**config.mk**
```make
export PLATFORM = sky130hd
export DESIGN_NAME = drift_comp_detect_flat
export DESIGN_NICKNAME = d
export VERILOG_FILES = /design/src/rtl/drift_pkg.sv /design/src/rtl/drift_comp_detect_if.sv /design/src/rtl/sat_sub.sv /design/src/rtl/drift_comp_detect.sv /design/src/flat_wrapper.sv
export SDC_FILE = /design/constraint.sdc
export NUM_CORES = 1
export LEC_CHECK = 0
export ABC_AREA = 1
export CORE_AREA = 3 3 137 139
export CTS_BUF_LIST = sky130_fd_sc_hd__clkbuf_4 sky130_fd_sc_hd__clkbuf_8 sky130_fd_sc_hd__clkbuf_16
export DETAILED_ROUTE_END_ITERATION = 8
export DIE_AREA = 0 0 140 142
export PLACE_DENSITY = 0.83
export SYNTH_ARGS = -nofsm -noshare
export SYNTH_HDL_FRONTEND = slang
export SYNTH_SLANG_ARGS = --single-unit
```
**constraint.sdc**
```tcl
create_clock -name clk -period 7.95 [get_ports clk]
set_input_delay 0.795 -clock clk [delete_from_list [all_inputs] [get_ports clk]]
set_output_delay 0.795 -clock clk [all_outputs]
set_load 0.01 [all_outputs]
```
**src/rtl/drift_pkg.sv**
```systemverilog
// Shared types and constants for the baseline-correction / event-detection path.
package drift_pkg;

  localparam int DEF_W = 24;

  // Saturation limits of a DEF_W-bit signed value.
  localparam logic signed [DEF_W-1:0] SAT_MAX = {1'b0, {(DEF_W-1){1'b1}}};
  localparam logic signed [DEF_W-1:0] SAT_MIN = {1'b1, {(DEF_W-1){1'b0}}};

  // Event qualification states.
  typedef enum logic [1:0] {
    IDLE    = 2'd0,
    CAND    = 2'd1,
    EVENT   = 2'd2,
    HOLDOFF = 2'd3
  } state_t;

endpackage

```
**src/rtl/drift_comp_detect_if.sv**
```systemverilog
// Sample/baseline input stream and corrected/event output bundle.
interface drift_comp_detect_if #(
  parameter int W = 24
);
  logic signed [W-1:0] din;
  logic                din_valid;
  logic signed [W-1:0] drift_in;
  logic signed [W-1:0] dout;
  logic                dout_valid;
  logic                sat_flag;
  logic                event_active;
  logic                event_start;
  logic                event_end;
  logic signed [W-1:0] peak_out;
  logic                freeze_req;

  modport master (
    output din, din_valid, drift_in,
    input  dout, dout_valid, sat_flag, event_active, event_start, event_end,
           peak_out, freeze_req
  );

  modport slave (
    input  din, din_valid, drift_in,
    output dout, dout_valid, sat_flag, event_active, event_start, event_end,
           peak_out, freeze_req
  );
endinterface

```
**src/rtl/sat_sub.sv**
```systemverilog
// Combinational a - b at W+1 bits, clipped back to W bits with a clip flag.
module sat_sub
  import drift_pkg::*;
#(
  parameter int W = DEF_W
) (
  input  logic signed [W-1:0] a,
  input  logic signed [W-1:0] b,
  output logic signed [W-1:0] y,
  output logic                sat
);

  logic signed [W:0] diff;

  // Returns {clipped, value}; overflow shows as the two top bits disagreeing.
  function automatic logic [W:0] clip(input logic signed [W:0] d);
    logic [W:0] r;
    if (d[W] != d[W-1]) begin
      r = d[W] ? {1'b1, 1'b1, {(W-1){1'b0}}} : {1'b1, 1'b0, {(W-1){1'b1}}};
    end else begin
      r = {1'b0, d[W-1:0]};
    end
    return r;
  endfunction

  // Sign-extend both operands so the difference can never wrap.
  always_comb begin
    diff = {a[W-1], a} - {b[W-1], b};
    {sat, y} = clip(diff);
  end

endmodule

```
**src/rtl/drift_comp_detect.sv**
```systemverilog
// Baseline subtraction with saturation followed by a threshold / hysteresis /
// minimum-length / holdoff event qualifier. freeze_req gates the upstream
// drift tracker while an excursion is being qualified or is in progress.
module drift_comp_detect
  import drift_pkg::*;
#(
  parameter int W      = DEF_W,
  parameter int LEN_W  = 8,
  parameter int HOLD_W = 16
) (
  input  logic              clk,
  input  logic              rst_n,
  drift_comp_detect_if.slave bus,
  input  logic [W-1:0]      trig_th,
  input  logic [W-1:0]      rel_th,
  input  logic [LEN_W-1:0]  min_len,
  input  logic [HOLD_W-1:0] holdoff
);

  logic signed [W-1:0] corr;
  logic                corr_sat;
  logic [W-1:0]        mag;
  logic [W-1:0]        pk_mag;
  logic                over;
  logic                under;
  logic [LEN_W-1:0]    eff_len;
  logic [HOLD_W:0]     hcnt_inc;

  state_t              state, state_n;
  logic [LEN_W-1:0]    cnt, cnt_n;
  logic [HOLD_W-1:0]   hcnt, hcnt_n;
  logic signed [W-1:0] peak, peak_n, peak_upd;
  logic                start_n, end_n;

  logic signed [W-1:0] dout_p1;
  logic signed [W-1:0] peak_out_p1;
  logic                vld_p1, sat_p1, start_p1, end_p1;

  // Magnitude as unsigned W bits; the most negative value maps to 2^(W-1).
  function automatic logic [W-1:0] abs_mag(input logic signed [W-1:0] v);
    logic [W-1:0] u;
    u = v;
    return u[W-1] ? (~u + W'(1)) : u;
  endfunction

  // ---- stage p0: combinational correction and classification ----
  sat_sub #(.W(W)) u_sat_sub (
    .a   (bus.din),
    .b   (bus.drift_in),
    .y   (corr),
    .sat (corr_sat)
  );

  // Classify the corrected sample against the live thresholds.
  always_comb begin
    mag      = abs_mag(corr);
    pk_mag   = abs_mag(peak);
    over     = (mag > trig_th);
    under    = (mag < rel_th);
    eff_len  = (min_len == '0) ? LEN_W'(1) : min_len;
    hcnt_inc = {1'b0, hcnt} + (HOLD_W+1)'(1);
    peak_upd = (mag > pk_mag) ? corr : peak;
  end

  // Next-state logic; nothing moves unless the sample is strobed.
  always_comb begin
    state_n = state;
    cnt_n   = cnt;
    hcnt_n  = hcnt;
    peak_n  = peak;
    start_n = 1'b0;
    end_n   = 1'b0;
    if (bus.din_valid) begin
      unique case (state)
        IDLE: begin
          if (over) begin
            cnt_n  = LEN_W'(1);
            peak_n = corr;
            if (eff_len == LEN_W'(1)) begin
              state_n = EVENT;
              start_n = 1'b1;
            end else begin
              state_n = CAND;
            end
          end
        end
        CAND: begin
          if (over) begin
            peak_n = peak_upd;
            if (cnt >= eff_len - LEN_W'(1)) begin
              cnt_n   = eff_len;
              state_n = EVENT;
              start_n = 1'b1;
            end else begin
              cnt_n = cnt + LEN_W'(1);
            end
          end else begin
            cnt_n   = '0;
            state_n = IDLE;
          end
        end
        EVENT: begin
          peak_n = peak_upd;
          if (under) begin
            end_n  = 1'b1;
            cnt_n  = '0;
            hcnt_n = '0;
            state_n = (holdoff == '0) ? IDLE : HOLDOFF;
          end
        end
        HOLDOFF: begin
          if (hcnt_inc >= {1'b0, holdoff}) begin
            hcnt_n  = holdoff;
            state_n = IDLE;
          end else begin
            hcnt_n = hcnt_inc[HOLD_W-1:0];
          end
        end
        default: state_n = IDLE;
      endcase
    end
  end

  // ---- stage p1: FSM state, counters and peak ----
  // Qualifier state register.
  always_ff @(posedge clk or negedge rst_n) begin
    if (!rst_n) begin
      state <= IDLE;
      cnt   <= '0;
      hcnt  <= '0;
      peak  <= '0;
    end else begin
      state <= state_n;
      cnt   <= cnt_n;
      hcnt  <= hcnt_n;
      peak  <= peak_n;
    end
  end

  // Registered corrected sample, flags, pulses and captured peak.
  always_ff @(posedge clk or negedge rst_n) begin
    if (!rst_n) begin
      dout_p1     <= '0;
      sat_p1      <= 1'b0;
      vld_p1      <= 1'b0;
      start_p1    <= 1'b0;
      end_p1      <= 1'b0;
      peak_out_p1 <= '0;
    end else begin
      vld_p1   <= bus.din_valid;
      start_p1 <= start_n;
      end_p1   <= end_n;
      if (bus.din_valid) begin
        dout_p1 <= corr;
        sat_p1  <= corr_sat;
      end
      if (end_n) begin
        peak_out_p1 <= peak_upd;
      end
    end
  end

  assign bus.dout         = dout_p1;
  assign bus.dout_valid   = vld_p1;
  assign bus.sat_flag     = sat_p1;
  assign bus.event_start  = start_p1;
  assign bus.event_end    = end_p1;
  assign bus.peak_out     = peak_out_p1;
  assign bus.event_active = (state == EVENT);
  assign bus.freeze_req   = (state != IDLE);

endmodule

```
**src/flat_wrapper.sv**
```systemverilog
// flat-port wrapper written by rule: the top's interface ports become plain ports
module drift_comp_detect_flat import drift_pkg::*;
#(
  parameter int W      = DEF_W,
  parameter int LEN_W  = 8,
  parameter int HOLD_W = 16
)
  (clk, rst_n, trig_th, rel_th, min_len, holdoff, bus_din, bus_din_valid, bus_drift_in, bus_dout, bus_dout_valid, bus_sat_flag, bus_event_active, bus_event_start, bus_event_end, bus_peak_out, bus_freeze_req);
  drift_comp_detect_if #(.W(W)) bus_i ();
  input  logic clk;
  input  logic rst_n;
  input  logic [W-1:0] trig_th;
  input  logic [W-1:0] rel_th;
  input  logic [LEN_W-1:0] min_len;
  input  logic [HOLD_W-1:0] holdoff;
  input wire logic [$bits(bus_i.din)-1:0] bus_din;
  input wire logic [$bits(bus_i.din_valid)-1:0] bus_din_valid;
  input wire logic [$bits(bus_i.drift_in)-1:0] bus_drift_in;
  output wire logic [$bits(bus_i.dout)-1:0] bus_dout;
  output wire logic [$bits(bus_i.dout_valid)-1:0] bus_dout_valid;
  output wire logic [$bits(bus_i.sat_flag)-1:0] bus_sat_flag;
  output wire logic [$bits(bus_i.event_active)-1:0] bus_event_active;
  output wire logic [$bits(bus_i.event_start)-1:0] bus_event_start;
  output wire logic [$bits(bus_i.event_end)-1:0] bus_event_end;
  output wire logic [$bits(bus_i.peak_out)-1:0] bus_peak_out;
  output wire logic [$bits(bus_i.freeze_req)-1:0] bus_freeze_req;
  assign bus_i.din = bus_din;
  assign bus_i.din_valid = bus_din_valid;
  assign bus_i.drift_in = bus_drift_in;
  assign bus_dout = bus_i.dout;
  assign bus_dout_valid = bus_i.dout_valid;
  assign bus_sat_flag = bus_i.sat_flag;
  assign bus_event_active = bus_i.event_active;
  assign bus_event_start = bus_i.event_start;
  assign bus_event_end = bus_i.event_end;
  assign bus_peak_out = bus_i.peak_out;
  assign bus_freeze_req = bus_i.freeze_req;
  drift_comp_detect #(.W(W), .LEN_W(LEN_W), .HOLD_W(HOLD_W)) u_core (.clk(clk), .rst_n(rst_n), .bus(bus_i), .trig_th(trig_th), .rel_th(rel_th), .min_len(min_len), .holdoff(holdoff));
endmodule
```
### Word level (Yosys, flattened, before mapping)

Index checks and enable logic that the tools add are counted.

* add/sub/neg operators: 6
* magnitude comparators: 5
* eq/ne operators: 10
* muxes and demuxes: 34
* bitwise gates (word level): 2
* reduce and logical (&&, ||, !) cells: 10

Operators by type and width (number)
* $mux 24: 6
* $pmux 24 s3: 1
* $add 24x1->24 const B: 2
* $gt 24x24->1: 2
* $not 24->24: 2
* $mux 8: 5
* $mux 16: 2
* $pmux 16 s2: 1
* $mux 25: 1
* $sub 24x24->25: 1
* $lt 24x24->1: 1
* $pmux 8 s3: 1
* $add 16x1->17 const B: 1
* $ge 17x16->1: 1
* $logic_not 16->1: 1
* $mux 2: 7
* $add 8x1->8 const B: 1
* $eq 8x1->1 const B: 1
* $ge 8x8->1: 1
* $logic_not 8->1: 1
* $mux 1: 8
* $ne 2x1->1 const B: 4
* $pmux 2 s4: 1
* $reduce_and 4->1: 2
* 11 further kinds: 13

* register bits: 102
* bits of input ports: 123
* output and inout bits: 54
* logic and storage cells: 77

### Depth between registers and ports, before layout

* word-level depth: 10
* mapped depth: 49
* mapped depth without buffers: 46

### Modules after synthesis

Synthesis repeated with hierarchy kept, for this count alone.

* cells, all modules: 1651
* area, all modules: 10983.0 µm²

By module, submodules not included
* drift_comp_detect: times used 1, cells each 1276, area each 8994.9 µm², seq. area each 2552.4 µm²
* sat_sub: times used 1, cells each 375, area each 1988.2 µm², seq. area each 0.0 µm²

### Least setup slack after synthesis

No wires, ideal clock.

* path kind: input-to-reg
* from: input bus_drift_in[6]
* to: register u_core.peak[21]
* library setup time: 123 ps
* data arrival time: 7101 ps
* required time: 7827 ps
* path slack: 726 ps
* stages on the path: 46
* path buffers: 5
* cells stage by stage: inv_1 > ha_1 > nand2_1 > nor2_1 > nand2_1 > nand2_1 > nand3_1 > nand2_1 > a21oi_1 > o21ai_0 > nand3_1 > nand2_1 > a21oi_1 > o21bai_1 > xor2_1 > inv_1 > ha_1 > buf_2 > [... 10 more ...] > nor2_1 > nand4_1 > o41ai_1 > xor2_1 > inv_1 > ha_1 > nand2_1 > inv_1 > nand2_1 > nor4b_1 > nand3_1 > nand2_1 > nand2_1 > clkinv_1 > clkbuf_1 > a31oi_1 > o21ai_0 > o21ai_2

* cells in the longest elaborated chain, start to end: 10
* elaborated cells on any way between the ends: 16
* those cells by class: add/sub (2); order compare (2); eq/ne (3); mux (7); bitwise (1); reduce/logical (1)

Ends and longest elaborated chain
* start: declaration: line flat_wrapper.sv:18 `input wire logic [$bits(bus_i.drift_in)-1:0] bus_drift_in;`
* $sub 24x24->25 (*): line sat_sub.sv:28 `diff = {a[W-1], a} - {b[W-1], b};`
* $mux 24 / $ne 1x1->1 (equally long branches): line sat_sub.sv:19, sat_sub.sv:18
* $mux 25 (*): line sat_sub.sv:18 `if (d[W] != d[W-1]) begin`
* $not 24->24: line drift_comp_detect.sv:43 `return u[W-1] ? (~u + W'(1)) : u;`
* $add 24x1->24: line drift_comp_detect.sv:43
* $mux 24: line drift_comp_detect.sv:43
* $gt 24x24->1: line drift_comp_detect.sv:62 `peak_upd = (mag > pk_mag) ? corr : peak;`
* $mux 24: line drift_comp_detect.sv:62
* $mux 24: line drift_comp_detect.sv:88 `if (over) begin`
* $pmux 24 s3: line drift_comp_detect.sv:74 `unique case (state)`
* end signal: assignment: line drift_comp_detect.sv:136 `peak <= peak_n;`
* end: declaration: line drift_comp_detect.sv:32 `logic signed [W-1:0] peak, peak_n, peak_upd;`

Every way passes the cells marked *; elsewhere a longest branch is shown, timed or not. The select of a mux whose other input is x is not followed.
A chain may end at the register's enable or synchronous reset.

### Worst setup path in the final report

* from: input bus_drift_in[6]
* to: register u_core.peak[3]

The elaborated chain is that of the path after synthesis.

==> results.json <==
{
  "status": "finished clean",
  "final_util_pct": 72.0,
  "synthMuxAreaShare_pct": 0,
  "dieHeight_um": 142,
  "maxSlewViolCount": 0,
  "numCtsBuffers": 9,
  "grt_pass1_vias": 9728,
  "clock.fmax_ghz": 0.138,
  "min-delay-path-class": "input port to async pin",
  "slowest_stage": "clkdlybuf4s50_1",
  "finalPower_mw": 4.45,
  "grt_pass1_wl_um": 46500,
  "fin_cells": 1946,
  "grt_max_degree": 58,
  "synth_top_family_by_area": "simple AND/OR/NAND/NOR gates",
  "wl_per_cell_um": 14.6,
  "crit_path_end_kind": "flop",
  "power_density_nw_per_um2": 348,
  "skew_ns": 0.00948,
  "ys.flop_type": "dfrtp_1",
  "dr.pass1.iters": 6,
  "ys_ff_latch": 102,
  "synth_warnings": 0,
  "initial_core_util_pct": 59.0,
  "cap_violations": 0,
  "ios": 177,
  "cts_sinks": 102,
  "leakage_nw": 6.71,
  "portBuffers": 176,
  "reg2reg_depth": 23,
  "wl_um": 28400,
  "ys_top_cells_by_area": "dfrtp_1 24%, ha_1 15%, nand2_1 13%",
  "post-route-min-period_ns": 7.23,
  "avgSynthCellArea_um2": 6.77,
  "setup_viol": 0,
  "dpl.cell_count": 1930,
  "cts_hold_buffers": 0,
  "dieArea_um2": 19900,
  "synth_most_common_cell": "nand2_1",
  "worst_skew_pair.late_latency_ns": 0.36,
  "yosysUniqueCellTypes": 51,
  "finalHoldViolations": 0,
  "path_class": "input port to flop",
  "cp_top_family": "simple AND/OR/NAND/NOR gates",
  "clkTransAtPathRegs_ns": 0.07,
  "tns_ns": 0,
  "crit_top_cell": "nand2_1",
  "rows": 49,
  "synth_nets": 1803,
  "layout-drive-gt1-share_pct": 5.59,
  "antenna_left": 0,
  "drc": 0,
  "post-synth-top-area-cell": "dfrtp_1",
  "yosys.area_share.xor_xnor_pct": 5.43,
  "coreArea_um2": 17800,
  "root_buffer": "clkbuf_16",
  "drt_iter0_drc": 762,
  "grt_use_total_pct": 28.1,
  "max_stage_delay_ns": 0.45,
  "overflow": 0,
  "fillers": 1523,
  "via_per_inst": 5.46,
  "tritoncts": "built",
  "dpl.hpwl_um": 23100,
  "dpl-instance-area_um2": 12500,
  "synth_compound_area_share_pct": 16.9,
  "path_buf_inv": 8,
  "antenna_found_initial": 0,
  "diodes": 0,
  "crit_required_ns": 8.19,
  "rsz0062_at_grt": "false",
  "synth_top_area_share_pct": 24.3,
  "fin_nets": 1965,
  "cts_setup_buffers": 0,
  "syn-instance-count": 1550,
  "reg2reg_from": "u_core.hcnt[0]",
  "worstPathMaxFanout": 18,
  "synth_commonest_cells": "368 x nand2_1, 269 x inv_1, 129 x ha_1, 120 x o21ai_0, 104 x nor2_1",
  "r2r-end": "u_core.state[1]",
  "synthSimpleGateAreaFrac_pct": 25.8,
  "rrSetupSlack_ns": 3.44,
  "cts.path.max_buffers": 2,
  "yosysSeqAreaShare_pct": 24.3,
  "ir_worst_vdd_mv": 0.263,
  "min_period_over_period_pct": 90.9,
  "area_growth_pct": 22.0,
  "dieWidth_um": 140,
  "synth_edf_count": 0,
  "cp.arrival_ns": 7.47,
  "relSlewSlack_pct": 29.6,
  "design_area_um2": 12800,
  "postSynth.asyncResetShare_pct": 100,
  "place.gp.congestion": 0.924,
  "synth_adder_area_share_pct": 15.6,
  "htreeDepth": 3,
  "syn_area_um2": 10500,
  "cp-start-kind": "input port",
  "routed-via-count": 10600,
  "tightest_slew_ns": 1.05
}
[report_power, final]
part | internal (mW) | switching, mW | total, mW
sequential | 0.693 | 0.172 | 0.864
combinational | 1.22 | 1.94 | 3.16
clock | 0.224 | 0.205 | 0.429
[placed cells by master, fill, tap and decap left out, types with 3 or more instances in the layout]
cell type / Yosys / final
nor3_1: 16 / 16
dfrtp_1: 102 / 102
nand3_1: 66 / 66
o21ai_1: 22 / 27
clkbuf_16: 0 / 9
o21ai_0: 120 / 114
a31oi_1: 24 / 24
nor2_1: 104 / 102
nor2_2: 5 / 7
xor2_1: 44 / 44
or2_2: 5 / 5
o21bai_1: 4 / 4
nand2_4: 3 / 3
o211ai_1: 4 / 4
o31ai_1: 3 / 3
o21ai_2: 16 / 17
nand2_1: 368 / 368
nand3b_1: 4 / 4
o21a_1: 10 / 10
a21o_1: 3 / 3
ha_1: 129 / 128
a21oi_1: 91 / 91
nand4_1: 25 / 25
a211oi_1: 5 / 5
clkdlybuf4s50_1: 0 / 175
xnor2_1: 21 / 21
buf_4: 1 / 16
nor4_1: 6 / 6
nand3_2: 7 / 7
inv_1: 269 / 269
nand2_2: 11 / 11
[cell type report]
cell class | count | area, µm² | area share, %
well taps | 229 | 287 | 2.24
clock inverters | 5 | 41.3 | 0.323
flip-flops and latches | 102 | 2550 | 19.9
multi-input cells | 1133 | 6740 | 52.6
inverters | 272 | 1020 | 7.98
clock buffers | 11 | 240 | 1.88
repair buffers | 194 | 1920 | 15.0
[how the worst max path moves through the flow]
stage	startpoint	end	slack (ns)	depth (start not counted)
after floorplan	bus_drift_in[6]	u_core.peak[21]	0.73	46
after global placement	bus_drift_in[6]	u_core.peak[0]	0.20	44
after detailed placement	bus_drift_in[6]	u_core.peak[17]	-0.16	45
after CTS	bus_drift_in[6]	u_core.peak[17]	0.18	45
after global routing	bus_drift_in[6]	u_core.peak[20]	0.01	44
final	bus_drift_in[6]	u_core.peak[3]	0.72	43
[logic make-up (layout without fill, tap and decap cells)]
group,after synthesis,in the layout
simple gates,627,627
xor+xnor,65,65
compound gates,311,311
buf+inv,315,482
flops,102,102
fa+ha+maj,130,130
[timing repair]
action | CTS | global route
endpoints found under the hold margin | 0 | 0
resized for setup | 0 | 15
endpoints found under the setup margin | 0 | 74
[metal layers]
metal | track usage [%] | wire length (µm) | up-vias | part of all wire (%)
met5 | 0 | 0 | - | 0
met4 | 7.65 | 554 | 0 | 1.9
met3 | 4.07 | 1930 | 35 | 6.8
met2 | 46.7 | 13200 | 426 | 47
met1 | 38.7 | 12700 | 4813 | 45
li1 | - | - | 5350 | -
[state kept, by name, indices dropped and copies added, names as in the netlist]
name	count
u_core.bus.dout	24
u_core.bus.sat_flag	1
u_core.hcnt	16
u_core.bus.event_end	1
u_core.peak	24
u_core.bus.peak_out	24
u_core.bus.event_start	1
u_core.state	2
u_core.cnt	8
u_core.bus.dout_valid	1
[metrics by stage]
step	setup WS, ns	hold slack (ns)
2_1_floorplan	0.726	0.459
3_5_place_dp	-0.158	0.477
3_3_place_gp	0.197	0.468
4_1_cts	0.175	0.457
6_report	0.723	0.443
5_1_grt	0.0133	0.483
Power figures use the tool's default switching activity.
